--- src/rtl/dpram_rr_arbiter.sv ---
// dpram_rr_arbiter: shares one registered-read dual-port SRAM between NUM_REQ
// requesters using independent round-robin arbiters for the write and read
// ports. Read data returns one cycle after the grant, tagged with the owner.
// Optional build macro DPRAM_ARB_WR_BYPASS_EN: on a same-cycle, same-address
// read/write collision the response carries the new write data (write-first)
// instead of the old SRAM contents (read-before-write, the default).
module dpram_rr_arbiter #(
    parameter int NUM_REQ = 4,
    parameter int ADDR_W  = 10,
    parameter int DATA_W  = 32,
    parameter int ID_W    = 2
) (
    input  logic                      clk,
    input  logic                      rst,
    input  logic [NUM_REQ-1:0]        wr_req,
    input  logic [NUM_REQ*ADDR_W-1:0] wr_addr,
    input  logic [NUM_REQ*DATA_W-1:0] wr_data,
    output logic [NUM_REQ-1:0]        wr_gnt,
    input  logic [NUM_REQ-1:0]        rd_req,
    input  logic [NUM_REQ*ADDR_W-1:0] rd_addr,
    output logic [NUM_REQ-1:0]        rd_gnt,
    output logic                      rsp_valid,
    output logic [ID_W-1:0]           rsp_id,
    output logic [DATA_W-1:0]         rsp_data,
    output logic                      mem_wen,
    output logic [ADDR_W-1:0]         mem_waddr,
    output logic [DATA_W-1:0]         mem_wdata,
    output logic                      mem_ren,
    output logic [ADDR_W-1:0]         mem_raddr,
    input  logic [DATA_W-1:0]         mem_rdata
);

    typedef logic [ID_W-1:0] id_t;

    // First asserted request at or after ptr, wrapping; result is {hit, index}.
    function automatic logic [ID_W:0] rr_pick(input logic [NUM_REQ-1:0] req,
                                              input id_t ptr);
        logic [ID_W:0] res;
        int            idx;
        res = '0;
        for (int i = 0; i < NUM_REQ; i++) begin
            idx = (int'(ptr) + i) % NUM_REQ;
            if (!res[ID_W] && req[idx]) begin
                res = {1'b1, id_t'(idx)};
            end
        end
        return res;
    endfunction

    // Pointer moves just past the granted requester, wrapping at NUM_REQ-1.
    function automatic id_t ptr_after(input id_t k);
        id_t nxt;
        if (int'(k) == NUM_REQ - 1) begin
            nxt = '0;
        end else begin
            nxt = k + id_t'(1);
        end
        return nxt;
    endfunction

    id_t           wr_ptr;
    id_t           rd_ptr;
    logic [ID_W:0] wr_pick;
    logic [ID_W:0] rd_pick;
    logic          wr_hit;
    logic          rd_hit;
    id_t           wr_idx;
    id_t           rd_idx;

    // ---- stage p0: arbitration and SRAM access in the request cycle ----
    assign wr_pick = rr_pick(wr_req, wr_ptr);
    assign rd_pick = rr_pick(rd_req, rd_ptr);
    assign wr_hit  = wr_pick[ID_W] & ~rst;
    assign rd_hit  = rd_pick[ID_W] & ~rst;
    assign wr_idx  = wr_pick[ID_W-1:0];
    assign rd_idx  = rd_pick[ID_W-1:0];
    assign mem_wen = wr_hit;
    assign mem_ren = rd_hit;

    // Write grant decode and mux of the granted requester's address/data.
    always_comb begin
        wr_gnt    = '0;
        mem_waddr = '0;
        mem_wdata = '0;
        for (int i = 0; i < NUM_REQ; i++) begin
            if (wr_hit && int'(wr_idx) == i) begin
                wr_gnt[i] = 1'b1;
                mem_waddr = wr_addr[i*ADDR_W +: ADDR_W];
                mem_wdata = wr_data[i*DATA_W +: DATA_W];
            end
        end
    end

    // Read grant decode and mux of the granted requester's address.
    always_comb begin
        rd_gnt    = '0;
        mem_raddr = '0;
        for (int i = 0; i < NUM_REQ; i++) begin
            if (rd_hit && int'(rd_idx) == i) begin
                rd_gnt[i] = 1'b1;
                mem_raddr = rd_addr[i*ADDR_W +: ADDR_W];
            end
        end
    end

    // Write round-robin pointer; holds when nothing is granted.
    always_ff @(posedge clk) begin
        if (rst) begin
            wr_ptr <= '0;
        end else if (wr_hit) begin
            wr_ptr <= ptr_after(wr_idx);
        end
    end

    // Read round-robin pointer; holds when nothing is granted.
    always_ff @(posedge clk) begin
        if (rst) begin
            rd_ptr <= '0;
        end else if (rd_hit) begin
            rd_ptr <= ptr_after(rd_idx);
        end
    end

    // ---- stage p1: response aligned with the SRAM's registered read ----
    logic vld_p1;
    id_t  id_p1;

    // Response valid/tag follow the read grant by exactly one cycle.
    always_ff @(posedge clk) begin
        if (rst) begin
            vld_p1 <= 1'b0;
            id_p1  <= '0;
        end else begin
            vld_p1 <= rd_hit;
            if (rd_hit) begin
                id_p1 <= rd_idx;
            end
        end
    end

    assign rsp_valid = vld_p1;
    assign rsp_id    = id_p1;

`ifdef DPRAM_ARB_WR_BYPASS_EN
    logic              byp_p0;
    logic              byp_p1;
    logic [DATA_W-1:0] byp_data_p1;

    assign byp_p0 = wr_hit & rd_hit & (mem_waddr == mem_raddr);

    // Collision flag: the response must carry the data written this cycle.
    always_ff @(posedge clk) begin
        if (rst) begin
            byp_p1 <= 1'b0;
        end else begin
            byp_p1 <= byp_p0;
        end
    end

    // Capture the write data that a colliding read must return.
    always_ff @(posedge clk) begin
        byp_data_p1 <= mem_wdata;
    end

    assign rsp_data = byp_p1 ? byp_data_p1 : mem_rdata;
`else
    assign rsp_data = mem_rdata;
`endif

endmodule

--- config.mk ---
export PLATFORM = sky130hd
export DESIGN_NAME = dpram_rr_arbiter
export DESIGN_NICKNAME = d
export VERILOG_FILES = /design/src/rtl/dpram_rr_arbiter.sv
export SDC_FILE = /design/constraint.sdc
export NUM_CORES = 1
export LEC_CHECK = 0
export CORE_AREA = 2 2 134 136
export DETAILED_ROUTE_END_ITERATION = 16
export DIE_AREA = 0 0 136 138
export GPL_TIMING_DRIVEN = 0
export MAX_ROUTING_LAYER = met4
export SYNTH_ARGS = -nofsm -noshare
export SYNTH_HDL_FRONTEND = slang
export SYNTH_SLANG_ARGS = --single-unit
--- constraint.sdc ---
create_clock -name clk -period 4.7 [get_ports clk]
set_clock_uncertainty 0.1 [all_clocks]
set_input_delay 0.705 -clock clk [delete_from_list [all_inputs] [get_ports clk]]
set_output_delay 0.705 -clock clk [all_outputs]
set_load 0.02 [all_outputs]
==> flow_metrics.tcl, run 1 <==
set metrics [dict create \
    status "finished clean" \
    n_antenna_cell 0 \
    fp.dieW_um 136 \
    grt_pass1_vias 4460 \
    cap_violations 0 \
    vias 4514 \
    grtUsageTotal_pct 16.33 \
    p_int_uw 773.2 \
    finalHoldViolations 0 \
    worstHoldPathType "reg2reg" \
    core-area_sq_um 17530 \
    hpwl_mm 13.36 \
    p_leak_nw 2.703 \
    vias_per_cell 4.387 \
    ys_seq_elements 7 \
    rsz0062_at_grt "no" \
    path_class "in2out" \
    die_h_um 138 \
    fin_ws_ps 205.5 \
    post_cts_buffers 0 \
    clockBufferDepth 2 \
    grt_pass1_wl_mm 23.95 \
    globalRouteOverflowTotal 0 \
    syn_avg_cell_area_sq_um 5.704 \
    drive_gt1_share_pct 9.125 \
    ys_warn_count 0 \
    r2r_slack_ps 2910 \
    pin_count 347 \
    syn_area_sq_um 2755 \
    rows 49 \
    clock-sinks 7 \
    firstDrtPassIters 4 \
    required_ps 3890 \
    cts.clk_slew.worst_paths_ps 40 \
    power_density_nw_per_um2 225.0 \
    placedInstanceArea_sq_um 6185 \
    switchingPower_uw 646.9 \
    synthCells 483 \
    place_ws_ps -230.0 \
    clkPwrFrac_pct 10.4 \
    critPathArrivalTime_ps 3690 \
    min_period_ps 4495 \
    timing.fmax_mhz 222.5 \
    yosysUniqueCellTypes 30 \
    nets 1059 \
    cts_root_buf "clkbuf_16" \
    cts_tree "yes" \
    final_common_cell "clkdlybuf4s50_1" \
    ant_nets 0 \
    fin_area_sq_um 6311 \
    cts-buffers-inserted 3 \
    cp-start-kind "input pin" \
    irDropWorstVdd_mv 0.2195 \
    wirelength_mm 16.11 \
    htreeDepth 1 \
    fin_crit_sh_pct 95.63 \
    cts_hold_buffers 0 \
    yosysSeqAreaShare_pct 5.086 \
    worst_slew_pin_slew_ps 681.1 \
    combPwrFrac_pct 84.2 \
    antenna_found_initial 0 \
    drv_slew 0 \
    numPortBuffers 314 \
    dieArea_sq_um 18770 \
    synth_nets 741 \
    start_util_pct 15.71 \
    cts-resized-gates 3 \
    final_cell_mix "clkdlybuf4s50_1, a21oi_1, inv_1, nand2_1, nor2_1" \
    pwr-share-seq_pct 5.4 \
    setup-violations-final 0 \
    first_iter_violations 198 \
    routedWlPerCell_um 15.65 \
    gp_congestion 0.8235 \
    switching_share_pct 45.55 \
    cp_max_fo 10 \
    fill_cells 1920 \
    insertion_delay_ps 230 \
    syn2layout_area_growth_pct 129.1 \
    drcViolationCount 0 \
    endpoint_kind "output pin" \
    slew_headroom_pct 54.59 \
    grt_max_degree 11 \
]
[per-layer routing]
metal  GRT usage, %  vias up  share of wire, %
li1               -     2259                 -
met1          18.74     2015                39
met2          29.75      224                50
met3          2.860       16               8.7
met4          2.741        0               1.4
met5              -        -                 0
[layout make-up]
| class | instances | area, sq um | share of cell area [%] |
|---|---|---|---|
| repair buffers | 314 | 3158 | 50.04 |
| multi-input cells | 339 | 1934 | 30.65 |
| plain buffers | 75 | 484.2 | 7.672 |
| well taps | 229 | 286.5 | 4.540 |
| inverters | 61 | 229.0 | 3.628 |
| flip-flops and latches | 7 | 140.1 | 2.220 |
| clock buffers | 4 | 78.83 | 1.249 |
[Yosys cell counts, drive strengths merged]
cell | instances | area share, %
a21oi | 99 | 18
inv | 61 | 8.3
buf | 57 | 14
nand2 | 56 | 7.6
nor2 | 43 | 5.9
a22oi | 40 | 11
o21ai | 40 | 7.3
clkbuf | 19 | 2.6
a211o | 12 | 3.8
a221oi | 12 | 3.8
and2 | 8 | 1.8
ha | 8 | 3.6
dfxtp | 7 | 5.1
mux2i | 4 | 1.5
a211oi | 2 | 0.54
nor2b | 2 | 0.45
nor4 | 2 | 1.5
o21a | 2 | 0.54
or2 | 2 | 0.45
a21o | 1 | 0.27
nand2b | 1 | 0.23
nor3 | 1 | 0.18
nor3b | 1 | 0.27
o221a | 1 | 0.41
o22a | 1 | 0.32
o22ai | 1 | 0.23
[state kept, by name (all words and copies together), names as in the netlist]
name / count
rsp_valid: 1
rd_ptr: 2
wr_ptr: 2
rsp_id: 2
[power groups by stage]
stage          logic, mW  clock network, mW  registers (mW)
6_report            1.20              0.147          0.0771
5_1_grt             1.31              0.153          0.0782
4_1_cts             1.20              0.150          0.0766
3_5_place_dp        1.20                  0          0.0771
3_3_place_gp        1.19                  0          0.0773
2_1_floorplan      0.640                  0          0.0788
[stage by stage]
step / TNS (ps) / hold slack (ps) / power, mW / std cells / util (%)
6_report: 0 / 360.3 / 1.420 / 1029 / 35.99
3_3_place_gp: -3577 / 343.0 / 1.272 / 1026 / 35.27
4_1_cts: 0 / 360.8 / 1.430 / 1029 / 35.74
5_1_grt: 0 / 375.2 / 1.541 / 1029 / 35.99
3_5_place_dp: -5503 / 352.4 / 1.273 / 1026 / 35.27
2_1_floorplan: 0 / 366.9 / 0.7190 / 483 / -
[final timing paths]
check | startpoint | depth (start not counted) | end
worst max-delay path | rd_req[0] | 11 | mem_raddr[0]
worst min-delay path | rsp_id[1] | 2 | rsp_id[1]
worst max register to register | rd_ptr[1] | 7 | rd_ptr[1]
worst min register to register | rsp_id[1] | 2 | rsp_id[1]
[logic make-up after synthesis]
group / Yosys count / share of synthesized area (%)
AO/OA/AOI/OAI: 211 / 46.09
adder cells (fa/ha/maj): 8 / 3.633
flip-flops: 7 / 5.086
multiplexers: 4 / 1.453
buffers and inverters: 137 / 25.30
AND/OR/NAND/NOR: 116 / 18.44
[worst max-delay path, stage by stage]
cell,delay [ps]
clkdlybuf4s50_1,590
a21oi_1,100
o21a_1,170
o22ai_1,300
ha_1,230
nor2b_1,110
buf_2,240
a221oi_1,110
a211o_1,290
a21oi_1,190
clkdlybuf4s50_1,640
(Power assumes the default switching activity.)
==> run 2, diff against run 1 <==
- REMOVE_ABC_BUFFERS: default -> 1
==> run 2 against run 1 <==
  * Die area unchanged
  * Global-route usage decreased by 0.63 points
  * Register-to-register slack improved by 70 ps
  * Non-clock buffer count decreased by 99
  * Combinational power about the same
  * Critical endpoint is now mem_wdata[16]
  * Largest cell class unchanged
==> flow_metrics.tcl, run 2 (same netlist as run 1, synthesis figures left out) <==
set metrics [dict create \
    status "finished clean" \
    fp.dieW_um 136 \
    ant_nets 0 \
    combPwrFrac_pct 84.1 \
    cts_root_buf "clkbuf_16" \
    stdcell_count 930 \
    setup_tns_ps 0 \
    final_cell_mix "clkdlybuf4s50_1, a21oi_1, inv_1, nand2_1, nor2_1" \
    worstHoldPathType "reg2reg" \
    firstDrtPassIters 5 \
    finalHoldViolations 0 \
    clkPwrFrac_pct 10.3 \
    wl_met2_mm 7.497 \
    cts-buffers-inserted 3 \
    switchingPower_uw 640.6 \
    r2r_cells 6 \
    routedWlPerCell_um 18.48 \
    worst_slew_pin_slew_ps 728.2 \
    holdPathStages 2 \
    pin_count 347 \
    power_density_nw_per_um2 244.0 \
    cts_hold_buffers 0 \
    critical_path.startpoint "wr_req[0]" \
    dp_cells 921 \
    wl_met3_mm 1.871 \
    cts_tree "yes" \
    rsz0062_at_grt "no" \
    drv_slew 0 \
    globalRouteOverflowTotal 0 \
    p_leak_nw 2.271 \
    dieArea_sq_um 18770 \
    timing.fmax_mhz 221.0 \
    endpoint_kind "output pin" \
    clockBufferDepth 2 \
    cp_max_fo 20 \
    min_period_ps 4524 \
    gp_congestion 0.7952 \
    insertion_delay_ps 230 \
    cap_violations 0 \
    vias 4236 \
    path_class "in2out" \
    grtUsageTotal_pct 15.70 \
    r2r_slack_ps 2980 \
    antenna_found_initial 0 \
    final_common_cell "clkdlybuf4s50_1" \
    fin_crit_sh_pct 96.26 \
    core-area_sq_um 17530 \
    n_antenna_cell 0 \
    irDropWorstVdd_mv 0.2346 \
    first_iter_violations 258 \
    critPathArrivalTime_ps 3720 \
    grt_pass1_wl_mm 22.50 \
    slew_headroom_pct 51.45 \
    wirelength_mm 17.19 \
    grt_pass1_vias 3813 \
    nets 960 \
    setup-violations-final 0 \
    required_ps 3890 \
    numPortBuffers 282 \
    min_from "rsp_id[0]" \
    hold_slack_ps 350.7 \
    switching_share_pct 45.83 \
    rows 49 \
    die_h_um 138 \
    cts.clk_slew.worst_paths_ps 40 \
    drive_gt1_share_pct 3.852 \
    worst_r2r_startpoint "wr_ptr[1]" \
    clock-sinks 7 \
    cp-start-kind "input pin" \
    hpwl_mm 11.60 \
    p_int_uw 757.3 \
    start_util_pct 15.71 \
    topRoutingLayerUsed "met4" \
    pwr-share-seq_pct 5.5 \
    vias_per_cell 4.555 \
    drt-met1-wl_mm 7.774 \
    htreeDepth 1 \
    syn2layout_area_growth_pct 107.9 \
    grt_max_degree 86 \
    drcViolationCount 0 \
]
[run 2: changes by cell type in the layout (fill, tap and decap cells not counted), moves of 5 or more]
cell,delta
buf_4,-33
clkdlybuf4s50_1,-29
clkbuf_2,-8
clkbuf_1,-10
dlymetal6s2s_1,-5
ha_1,-6
buf_2,-13
[run 2: power groups by stage]
stage	logic (mW)	clock network [mW]	registers [mW]
3_3_place_gp	1.09	0	0.0773
5_1_grt	1.27	0.152	0.0785
2_1_floorplan	0.572	0	0.0788
3_5_place_dp	1.10	0	0.0774
6_report	1.18	0.144	0.0773
4_1_cts	1.13	0.147	0.0766
[run 2: critical path: stages]
cell	delay, ps
clkdlybuf4s50_1	590
a21oi_1	100
o21a_1	170
o22a_1	280
inv_1	190
ha_4	240
buf_12	190
nand2_1	70
o21ai_0	320
a22oi_1	110
nor2_1	120
clkdlybuf4s50_1	610
[run 2: metrics by stage]
stage / area [sq um] / utilization (%) / power (mW) / worst slack [ps]
final: 5729 / 32.67 / 1.398 / 175.7
after global routing: 5729 / 32.67 / 1.503 / 26.15
after CTS: 5615 / 32.03 / 1.349 / 5.442
after detailed placement: 5504 / 31.39 / 1.176 / -423.4
after global placement: 5396 / 30.78 / 1.162 / -1808
after floorplan: 2287 / - / 0.6512 / 344.7
[run 2: final cells by class]
| type | count | area, sq um |
|---|---|---|
| Multi-Input combinational cell | 339 | 2001 |
| Tap cell | 229 | 286.5 |
| Clock buffer | 4 | 78.83 |
| Sequential cell | 7 | 140.1 |
| Inverter | 61 | 229.0 |
| Fill cell | 1899 | 11810 |
| Timing Repair Buffer | 290 | 2994 |
[run 2: worst paths after layout]
check / end
setup / recovery: mem_wdata[16]
hold / removal: rsp_id[0]
setup reg to reg: wr_ptr[1]
hold reg to reg: rsp_id[0]
[run 2: what timing repair did]
| item | 4_1_cts | 5_1_grt |
|---|---|---|
| resized for setup | 6 | 6 |
| cloned | 0 | 1 |
| endpoints found under the setup margin | 53 | 48 |
| setup buffers | 1 | 3 |
| pin swaps | 1 | 1 |
[run 2: routing by layer]
layer / vias up / track usage [%]
met2: 211 / 24.39
li1: 2064 / -
met1: 1955 / 20.19
met5: - / -
met3: 6 / 6.197
met4: 0 / 0.8772
